<file path="src/rtl/flash_spi_pkg.sv">
// flash_spi_pkg: opcodes, status bit indices and FSM states shared by the SPI flash front end
package flash_spi_pkg;
  localparam logic [7:0] OP_WREN = 8'h06;
  localparam logic [7:0] OP_WRDI = 8'h04;
  localparam logic [7:0] OP_RDSR = 8'h05;
  localparam logic [7:0] OP_SE   = 8'h20;
  localparam logic [7:0] OP_READ = 8'h03;
  localparam int ST_WIP = 0;
  localparam int ST_WEL = 1;
  typedef enum logic [2:0] {S_IDLE, S_OPCODE, S_ADDR, S_DOUT, S_IGNORE} state_e;
endpackage

</file>
<file path="src/rtl/flash_spi_sync.sv">
// flash_spi_sync: STAGES-deep pin synchronizer (clk, rst_n, d in; level q plus one-cycle rise/fall out)
module flash_spi_sync #(
  parameter int   STAGES = 2,
  parameter logic INIT   = 1'b0
) (
  input  logic clk,
  input  logic rst_n,
  input  logic d,
  output logic q,
  output logic rise,
  output logic fall
);
  logic [STAGES-1:0] sync_q, sync_d;
  logic prev_q;
  always_comb sync_d = STAGES'({sync_q, d});
  always_ff @(posedge clk or negedge rst_n)
    if (!rst_n) begin
      sync_q <= {STAGES{INIT}};
      prev_q <= INIT;
    end else begin
      sync_q <= sync_d;
      prev_q <= sync_q[STAGES-1];
    end
  assign q    = sync_q[STAGES-1];
  assign rise = q & ~prev_q;
  assign fall = ~q & prev_q;
endmodule

</file>
<file path="src/rtl/flash_spi_responder.sv">
// flash_spi_responder: SPI mode-0 flash command front end (SCLK/CS/SI in, SO/SO_OE out, RD_* read and ER_* erase handshakes)
module flash_spi_responder
  import flash_spi_pkg::*;
#(
  parameter int ADDR_W      = 24,
  parameter int SYNC_STAGES = 2,
  parameter int SECTOR_BITS = 12
) (
  input  logic              CLK,
  input  logic              RST_N,
  input  logic              SCLK,
  input  logic              CS,
  input  logic              SI,
  output logic              SO,
  output logic              SO_OE,
  output logic              RD_REQ,
  output logic [ADDR_W-1:0] RD_ADDR,
  input  logic [7:0]        RD_DATA,
  output logic              ER_REQ,
  output logic [ADDR_W-1:0] ER_ADDR,
  input  logic              ER_DONE
);
  localparam int CW = $clog2(ADDR_W + 10);
  localparam logic [CW-1:0] OP_LAST   = CW'(7);
  localparam logic [CW-1:0] OP_BITS   = CW'(8);
  localparam logic [CW-1:0] ADDR_LAST = CW'(ADDR_W + 7);
  localparam logic [CW-1:0] SE_BITS   = CW'(ADDR_W + 8);
  logic sclk_s, sclk_rise, sclk_fall, cs_s, cs_rise, cs_fall, si_s, si_rise, si_fall;
  logic unused_sync;
  state_e state_q, state_d;
  logic [CW-1:0] bit_cnt_q, bit_cnt_d;
  logic [7:0] in_sh_q, in_sh_d, op_q, op_d, out_sh_q, out_sh_d, hold_q, hold_d, status;
  logic [ADDR_W-1:0] addr_sh_q, addr_sh_d, rd_addr_q, rd_addr_d, er_addr_q, er_addr_d;
  logic [2:0] out_cnt_q, out_cnt_d;
  logic armed_q, armed_d, first_q, first_d, rd_vld_q, rd_vld_d;
  logic so_q, so_d, so_oe_q, so_oe_d, rd_req_q, rd_req_d, er_req_q, er_req_d;
  logic wip_q, wip_d, wel_q, wel_d;
  flash_spi_sync #(.STAGES(SYNC_STAGES), .INIT(1'b0)) u_sclk (
    .clk(CLK), .rst_n(RST_N), .d(SCLK), .q(sclk_s), .rise(sclk_rise), .fall(sclk_fall));
  flash_spi_sync #(.STAGES(SYNC_STAGES), .INIT(1'b1)) u_cs (
    .clk(CLK), .rst_n(RST_N), .d(CS), .q(cs_s), .rise(cs_rise), .fall(cs_fall));
  flash_spi_sync #(.STAGES(SYNC_STAGES), .INIT(1'b0)) u_si (
    .clk(CLK), .rst_n(RST_N), .d(SI), .q(si_s), .rise(si_rise), .fall(si_fall));
  assign unused_sync = ^{sclk_s, si_rise, si_fall};
  always_comb begin
    status         = '0;
    status[ST_WIP] = wip_q;
    status[ST_WEL] = wel_q;
  end
  always_comb begin
    state_d   = state_q;
    bit_cnt_d = bit_cnt_q;
    in_sh_d   = in_sh_q;
    addr_sh_d = addr_sh_q;
    op_d      = op_q;
    armed_d   = armed_q;
    first_d   = first_q;
    rd_vld_d  = rd_req_q;
    out_sh_d  = out_sh_q;
    hold_d    = hold_q;
    out_cnt_d = out_cnt_q;
    so_d      = so_q;
    so_oe_d   = so_oe_q;
    rd_req_d  = 1'b0;
    rd_addr_d = rd_addr_q;
    er_req_d  = 1'b0;
    er_addr_d = er_addr_q;
    wip_d     = wip_q & ~ER_DONE;
    wel_d     = wel_q;
    // The first returned byte goes straight to the shifter and triggers the prefetch; later ones wait in hold.
    if (rd_vld_q) begin
      if (first_q) begin
        out_sh_d = RD_DATA;
        first_d  = 1'b0;
        if (state_q == S_DOUT) begin
          rd_req_d  = 1'b1;
          rd_addr_d = rd_addr_q + 1'b1;
        end
      end else hold_d = RD_DATA;
    end
    if (cs_rise) begin
      if (armed_q && bit_cnt_q == OP_BITS && op_q == OP_WREN) wel_d = 1'b1;
      if (armed_q && bit_cnt_q == OP_BITS && op_q == OP_WRDI) wel_d = 1'b0;
      if (armed_q && bit_cnt_q == SE_BITS && op_q == OP_SE && wel_q) begin
        er_req_d  = 1'b1;
        er_addr_d = {addr_sh_q[ADDR_W-1:SECTOR_BITS], {SECTOR_BITS{1'b0}}};
        wip_d     = 1'b1;
        wel_d     = 1'b0;
      end
      state_d = S_IDLE;
      armed_d = 1'b0;
      first_d = 1'b0;
      so_d    = 1'b0;
      so_oe_d = 1'b0;
    end else if (cs_fall) begin
      state_d   = S_OPCODE;
      bit_cnt_d = '0;
      armed_d   = 1'b0;
      first_d   = 1'b0;
      out_cnt_d = '0;
    end else if (!cs_s && sclk_rise && state_q != S_IDLE) begin
      bit_cnt_d = &bit_cnt_q ? bit_cnt_q : bit_cnt_q + 1'b1;
      in_sh_d   = {in_sh_q[6:0], si_s};
      addr_sh_d = state_q == S_ADDR ? {addr_sh_q[ADDR_W-2:0], si_s} : addr_sh_q;
      if (state_q == S_OPCODE && bit_cnt_q == OP_LAST) begin
        op_d = in_sh_d;
        if (wip_q && in_sh_d != OP_RDSR) state_d = S_IGNORE;
        else if (in_sh_d == OP_READ || in_sh_d == OP_SE) state_d = S_ADDR;
        else if (in_sh_d == OP_RDSR) begin
          state_d  = S_DOUT;
          out_sh_d = status;
        end else begin
          state_d = S_IGNORE;
          armed_d = in_sh_d == OP_WREN || in_sh_d == OP_WRDI;
        end
      end
      if (state_q == S_ADDR && bit_cnt_q == ADDR_LAST) begin
        if (op_q == OP_READ) begin
          state_d   = S_DOUT;
          rd_req_d  = 1'b1;
          rd_addr_d = addr_sh_d;
          first_d   = 1'b1;
        end else begin
          state_d = S_IGNORE;
          armed_d = 1'b1;
        end
      end
    end else if (!cs_s && sclk_fall && state_q == S_DOUT) begin
      so_d      = out_sh_q[7];
      so_oe_d   = 1'b1;
      out_cnt_d = out_cnt_q + 1'b1;
      out_sh_d  = {out_sh_q[6:0], 1'b0};
      if (out_cnt_q == 3'd7) begin
        out_sh_d = op_q == OP_RDSR ? status : hold_q;
        if (op_q == OP_READ) begin
          rd_req_d  = 1'b1;
          rd_addr_d = rd_addr_q + 1'b1;
        end
      end
    end
  end
  always_ff @(posedge CLK or negedge RST_N)
    if (!RST_N) begin
      state_q   <= S_IDLE;
      bit_cnt_q <= '0;
      in_sh_q   <= '0;
      addr_sh_q <= '0;
      op_q      <= '0;
      armed_q   <= 1'b0;
      first_q   <= 1'b0;
      rd_vld_q  <= 1'b0;
      out_sh_q  <= '0;
      hold_q    <= '0;
      out_cnt_q <= '0;
      so_q      <= 1'b0;
      so_oe_q   <= 1'b0;
      rd_req_q  <= 1'b0;
      rd_addr_q <= '0;
      er_req_q  <= 1'b0;
      er_addr_q <= '0;
      wip_q     <= 1'b0;
      wel_q     <= 1'b0;
    end else begin
      state_q   <= state_d;
      bit_cnt_q <= bit_cnt_d;
      in_sh_q   <= in_sh_d;
      addr_sh_q <= addr_sh_d;
      op_q      <= op_d;
      armed_q   <= armed_d;
      first_q   <= first_d;
      rd_vld_q  <= rd_vld_d;
      out_sh_q  <= out_sh_d;
      hold_q    <= hold_d;
      out_cnt_q <= out_cnt_d;
      so_q      <= so_d;
      so_oe_q   <= so_oe_d;
      rd_req_q  <= rd_req_d;
      rd_addr_q <= rd_addr_d;
      er_req_q  <= er_req_d;
      er_addr_q <= er_addr_d;
      wip_q     <= wip_d;
      wel_q     <= wel_d;
    end
  assign SO      = so_q;
  assign SO_OE   = so_oe_q;
  assign RD_REQ  = rd_req_q;
  assign RD_ADDR = rd_addr_q;
  assign ER_REQ  = er_req_q;
  assign ER_ADDR = er_addr_q;
endmodule

</file>
<file path="config.mk">
export PLATFORM = sky130hd
export DESIGN_NAME = flash_spi_responder
export DESIGN_NICKNAME = d
export VERILOG_FILES = /design/src/rtl/flash_spi_pkg.sv /design/src/rtl/flash_spi_sync.sv /design/src/rtl/flash_spi_responder.sv
export SDC_FILE = /design/constraint.sdc
export NUM_CORES = 1
export LEC_CHECK = 0
export BUFFER_PORTS_ARGS = -buffer_cell sky130_fd_sc_hd__buf_2
export CORE_UTILIZATION = 40
export DETAILED_ROUTE_END_ITERATION = 16
export GPL_TIMING_DRIVEN = 0
export MAX_ROUTING_LAYER = met4
export PLACE_DENSITY = 0.63
export SETUP_SLACK_MARGIN = 0.02
export SLEW_MARGIN = 30
export SYNTH_ARGS = -nofsm -noshare
export SYNTH_HDL_FRONTEND = slang
export SYNTH_HIERARCHICAL = 1
export SYNTH_SLANG_ARGS = --single-unit
</file>
<file path="constraint.sdc">
create_clock -name CLK -period 2.25 [get_ports CLK]
set_input_delay 0.1125 -clock CLK [delete_from_list [all_inputs] [get_ports CLK]]
set_output_delay 0.1125 -clock CLK [all_outputs]
set_load 0.01 [all_outputs]
</file>
Yosys cells after proc, flatten, opt, wreduce, memory -nomap -nowiden:

Index checks and enable logic that the tools add are counted.

* reduce and logical (&&, ||, !) cells: 33
* magnitude comparators: 0
* multiply operators: 0
* mux-type cells: 79
* equality and inequality tests: 23
* bitwise gates (word level): 13
* div/mod/pow operators: 0
* add/subtract/negate cells: 3
* shifts and indexed selects: 0

Operator list (count)
* $mux W24: 12
* $mux W8: 12
* $eq A8 B3 Y1 const B: 6
* $mux W1: 40
* $mux W3: 12
* $add A24 B1 Y24 const B: 1
* $mux W6: 3
* $eq A8 B2 Y1 const B: 2
* $eq A8 B6 Y1 const B: 2
* $logic_and A1 B1 Y1: 13
* $reduce_and A3 Y1: 4
* $reduce_bool A3 Y1: 3
* $ne A2 B2 Y1 const B: 4
* $ne A8 B3 Y1 const B: 1
* $not A1 Y1: 8
* $reduce_and A2 Y1: 4
* $add A6 B1 Y6 const B: 1
* $eq A3 B2 Y1 const B: 2
* $eq A6 B3 Y1 const B: 1
* $eq A6 B4 Y1 const B: 1
* $eq A6 B5 Y1 const B: 1
* $eq A6 B6 Y1 const B: 1
* $reduce_and A6 Y1: 1
* $reduce_bool A2 Y1: 3
* 8 further kinds: 13

* word-level logic and storage cells: 175
* RAM bits: 0
* register bits after elaboration: 120
* bits of input ports: 14
* output and inout bits: 52
* memories: 0
* latch bits: 0
* ROM bits: 0

Logic depth before layout (Yosys ltp):

* depth in word-level cells: 11
* mapped depth: 10
* gate-level depth less buffers: 8

Modules after synthesis:

The synthesis kept the hierarchy.

Modules (own cells, without submodules)
* flash_spi_responder: cells an instance 657, area each 6396.1 µm², seq. area each 2802.7 µm², instances 1
* flash_spi_sync at u_sclk ...: cells an instance 5, area each 90.1 µm², seq. area each 75.1 µm², instances 2
* flash_spi_sync at u_cs: cells an instance 5, area each 93.8 µm², seq. area each 78.8 µm², instances 1

Worst setup path before layout:

OpenSTA, ideal clock, no wires.

* path kind: flip-flop to flip-flop
* start: register u_cs.sync_q[1]
* end: register er_addr_q[17] (netlist: ER_ADDR[17])
* buffers on the path: 2
* stages on the path, launching flop included: 9
* data arrival time: 2.255 ns
* path slack: -0.130 ns
* required time: 2.125 ns
* period minus slack after synthesis: 2.380 ns
* path through: dfstp_2 nor2b_1 inv_1 nor4_1 nand3_1 nor4bb_1 clkbuf_1 buf_2 mux2_2

* longest elaborated chain between the ends: 2

Ends and longest elaborated chain
* from (decl): RTL line flash_spi_sync.sv:13 `logic [STAGES-1:0] sync_q, sync_d;`
* from (signal assigned): RTL line flash_spi_sync.sv:18 `sync_q <= {STAGES{INIT}};`
* from (signal assigned): RTL line flash_spi_sync.sv:21 `sync_q <= sync_d;`
* $and A1 B1 Y1: RTL line flash_spi_sync.sv:25 `assign rise = q & ~prev_q;`
* via cs_rise: RTL line flash_spi_responder.sv:28 `logic sclk_s, sclk_rise, sclk_fall, cs_s, cs_rise, cs_fall, si_s, si_rise, si_fall;`
* $reduce_and A2 Y1 (no source line)
* to (signal assigned): RTL line flash_spi_responder.sv:180 `er_addr_q <= er_addr_d;`
* to (decl): RTL line flash_spi_responder.sv:33 `logic [ADDR_W-1:0] addr_sh_q, addr_sh_d, rd_addr_q, rd_addr_d, er_addr_q, er_addr_d;`

The timed path passes the listed nets, and every way through them passes these cells.
A chain may end at the register's enable or synchronous reset.

Final worst setup path:

* start: register u_cs.sync_q[1]
* end: register er_addr_q[20] (netlist: ER_ADDR[20])

Same word-level chain as after synthesis.

==> results.yml <==
setup_path:
  r2r-start: "u_cs/sync_q[1]"
  crit_path_end_kind: "register"
  critical_path.max_fanout: 4
  path_class: "register to register"
  worst-endpoint-arrival_ps: 2680
  reg2reg_setup_slack_ps: -130
  worstPathRequired_ps: 2560
  startpoint_types: "register"
  rr_endpoint: "ER_ADDR[20]"
  reg2reg_depth: 8
layout:
  signed_area_change_from_the_synthesized_netlist_to_the_final_layout_pct: 36.0
  mostFrequentLayoutCell: "dfrtp_1"
  final_cell_mix: "dfrtp_1, nand2_1, buf_4"
  drive_above_1_share: 0.373
  fin_nets: 834
  postLayoutCellArea_sq_um: 9010
  antenna_cells: 0
power_and_ir_drop:
  internal_portion_of_total_power_mw: 4.49
  power.static_leakage_nw: 4.04
  power.switching_fraction: 0.243
  worst_ir_drop_vdd_v: 0.000520
  power_frac_comb: 0.088
  power.density_cell_area_nw_per_um2: 658
  power_frac_seq: 0.389
  net-switching-power_mw: 1.44
  clockPowerShare: 0.523
timing:
  max_freq_mhz: 421
  timing.max_slew.rel_slack: 0.552
  post-route-period-util: 1.06
  timing.clock.skew_ps: 7.76
  hold_violations: 0
  timing.setup.tns_ps: -1430
  rsz_0062_raised_after_global_routing: "true"
  timing.final.crit_period_ps: 2380
  setup_slack_ps: -125
  setup_viol: 14
  finalMaxSlewViolations: 0
  worst_margin_pin_slew_ps: 670
placed_design:
  numPortBuffers: 53
  detailed_place.area_sq_um: 7260
  dpl.hpwl_mm: 12.9
  gp_congestion: 0.844
  place_worst_setup_slack_ps: -793
cts:
  clock_insertion_delay_worst_skew_ps: 420
  clockRootBuffer: "clkbuf_16"
  clock_buffers_created_by_tritoncts: 17
  cts-htree-levels: 4
  maximum_buffer_depth_of_the_clock_tree: 2
  clk_transition_reported_paths_ps: 60
  clkSinkCount: 120
  tritoncts_clock_tree: "built"
floorplanning:
  die_h_um: 131
  fp-row-count: 46
  design.core.area_sq_um: 16100
  start_util: 0.413
  chipWidth_um: 131
  i_o_pin_count: 66
  area_of_the_die_sq_um: 17100
synth:
  syn-mean-instance-area_sq_um: 9.91
  post_synth_inst_count: 669
  syn-cell-area_sq_um: 6630
  ys_warn_count: 6
global_routing:
  vias_in_the_first_global_route: 5666
  grt_first_pass_wirelength_mm: 30.1
  grt_usage: 0.242
  grt_start_max_net_pins: 68
  grt-ovfl-total: 0
  grt_antenna_before_repair: 0
detailed_routing:
  drtAntennaViolNets: 0
  wl_per_instance_um: 18.7
  first_drt_pass_iteration_count: 5
  drt_drc_violations_left: 0
  vias: 5904
  route.detailed.vias_per_inst: 5.66
  postRouteWirelength_mm: 19.6
  drt_iter0_drc: 445
min_path:
  hold_path.class: "input pin to asynchronous set/reset pin"
status:
  status: "finished with violations"
  violations_in_the_final_reports: "negative setup slack"
job:
  maxCapViolations: 0
==> layout make-up <==
| class | count | area, sq um |
|---|---|---|
| fillers | 1398 | 7040 |
| multi-input cells | 506 | 3810 |
| flip-flops and latches | 120 | 3010 |
| repair buffers | 121 | 900 |
| clock buffers | 19 | 453 |
| plain buffers | 41 | 320 |
| well taps | 216 | 270 |
| clock inverters | 13 | 216 |
| inverters | 8 | 32.5 |
==> how the worst max path moves through the flow <==
| stage | from | end | slack (ps) | cells after the start |
|---|---|---|---|---|
| after floorplan | out_cnt_q[0] | RD_ADDR[15] | 20 | 9 |
| after global placement | u_cs/sync_q[1] | ER_ADDR[20] | -790 | 8 |
| after detailed placement | u_cs/sync_q[1] | ER_ADDR[20] | -790 | 8 |
| after CTS | u_cs/sync_q[1] | ER_ADDR[22] | -180 | 8 |
| after global routing | u_cs/sync_q[1] | ER_ADDR[13] | -160 | 8 |
| final | u_cs/sync_q[1] | ER_ADDR[20] | -130 | 8 |
==> stage by stage <==
stage                     power (mW)  utilization  instances  hold WS (ps)
after floorplan                 2.59            -        680          -183
after global placement          2.74        0.449        949           221
after detailed placement        2.76        0.452        950           104
after CTS                       5.92        0.537       1024           263
after global routing            6.12        0.561       1044           288
final                           5.93        0.561       1044           236
==> layer usage <==
layer  track usage  vias up  part of all wire
met5             -        -                 0
met4        0.0778        0             0.021
met3        0.0525       30             0.055
met2         0.390      216              0.49
met1         0.303     2949              0.44
li1              -     2709                 -
==> state kept, by name, indices dropped and copies added (netlist names), 3 cells and up <==
name,count
ER_ADDR,12
RD_ADDR,24
addr_sh_q,24
bit_cnt_q,6
hold_q,8
in_sh_q,7
op_q,8
out_cnt_q,3
out_sh_q,8
state_q,3
==> worst max-delay path: stages (launching register included) <==
cell and delay, ps:
dfstp_2 580, nor2b_4 180, inv_2 60, nor4_4 160, nand3_2 140, nor4bb_4 440
clkbuf_8 250, clkbuf_16 140, mux2_4 290
==> power by group through the flow <==
stage	Combinational, mW	Clock (mW)	Sequential, mW
floorplan	0.268	0	2.33
global placement	0.410	0	2.33
detailed placement	0.431	0	2.33
CTS	0.495	3.13	2.29
global route	0.571	3.24	2.31
finish	0.519	3.10	2.31
==> repair_timing <==
item	CTS	global route
resized for setup	86	58
hold buffers	13	0
setup buffers	29	25
endpoints found under the hold margin	78	0
endpoints found under the setup margin	93	85
pin swaps	16	19
gates cloned	1	2
Note: power is estimated with default switching activity, not from simulation.
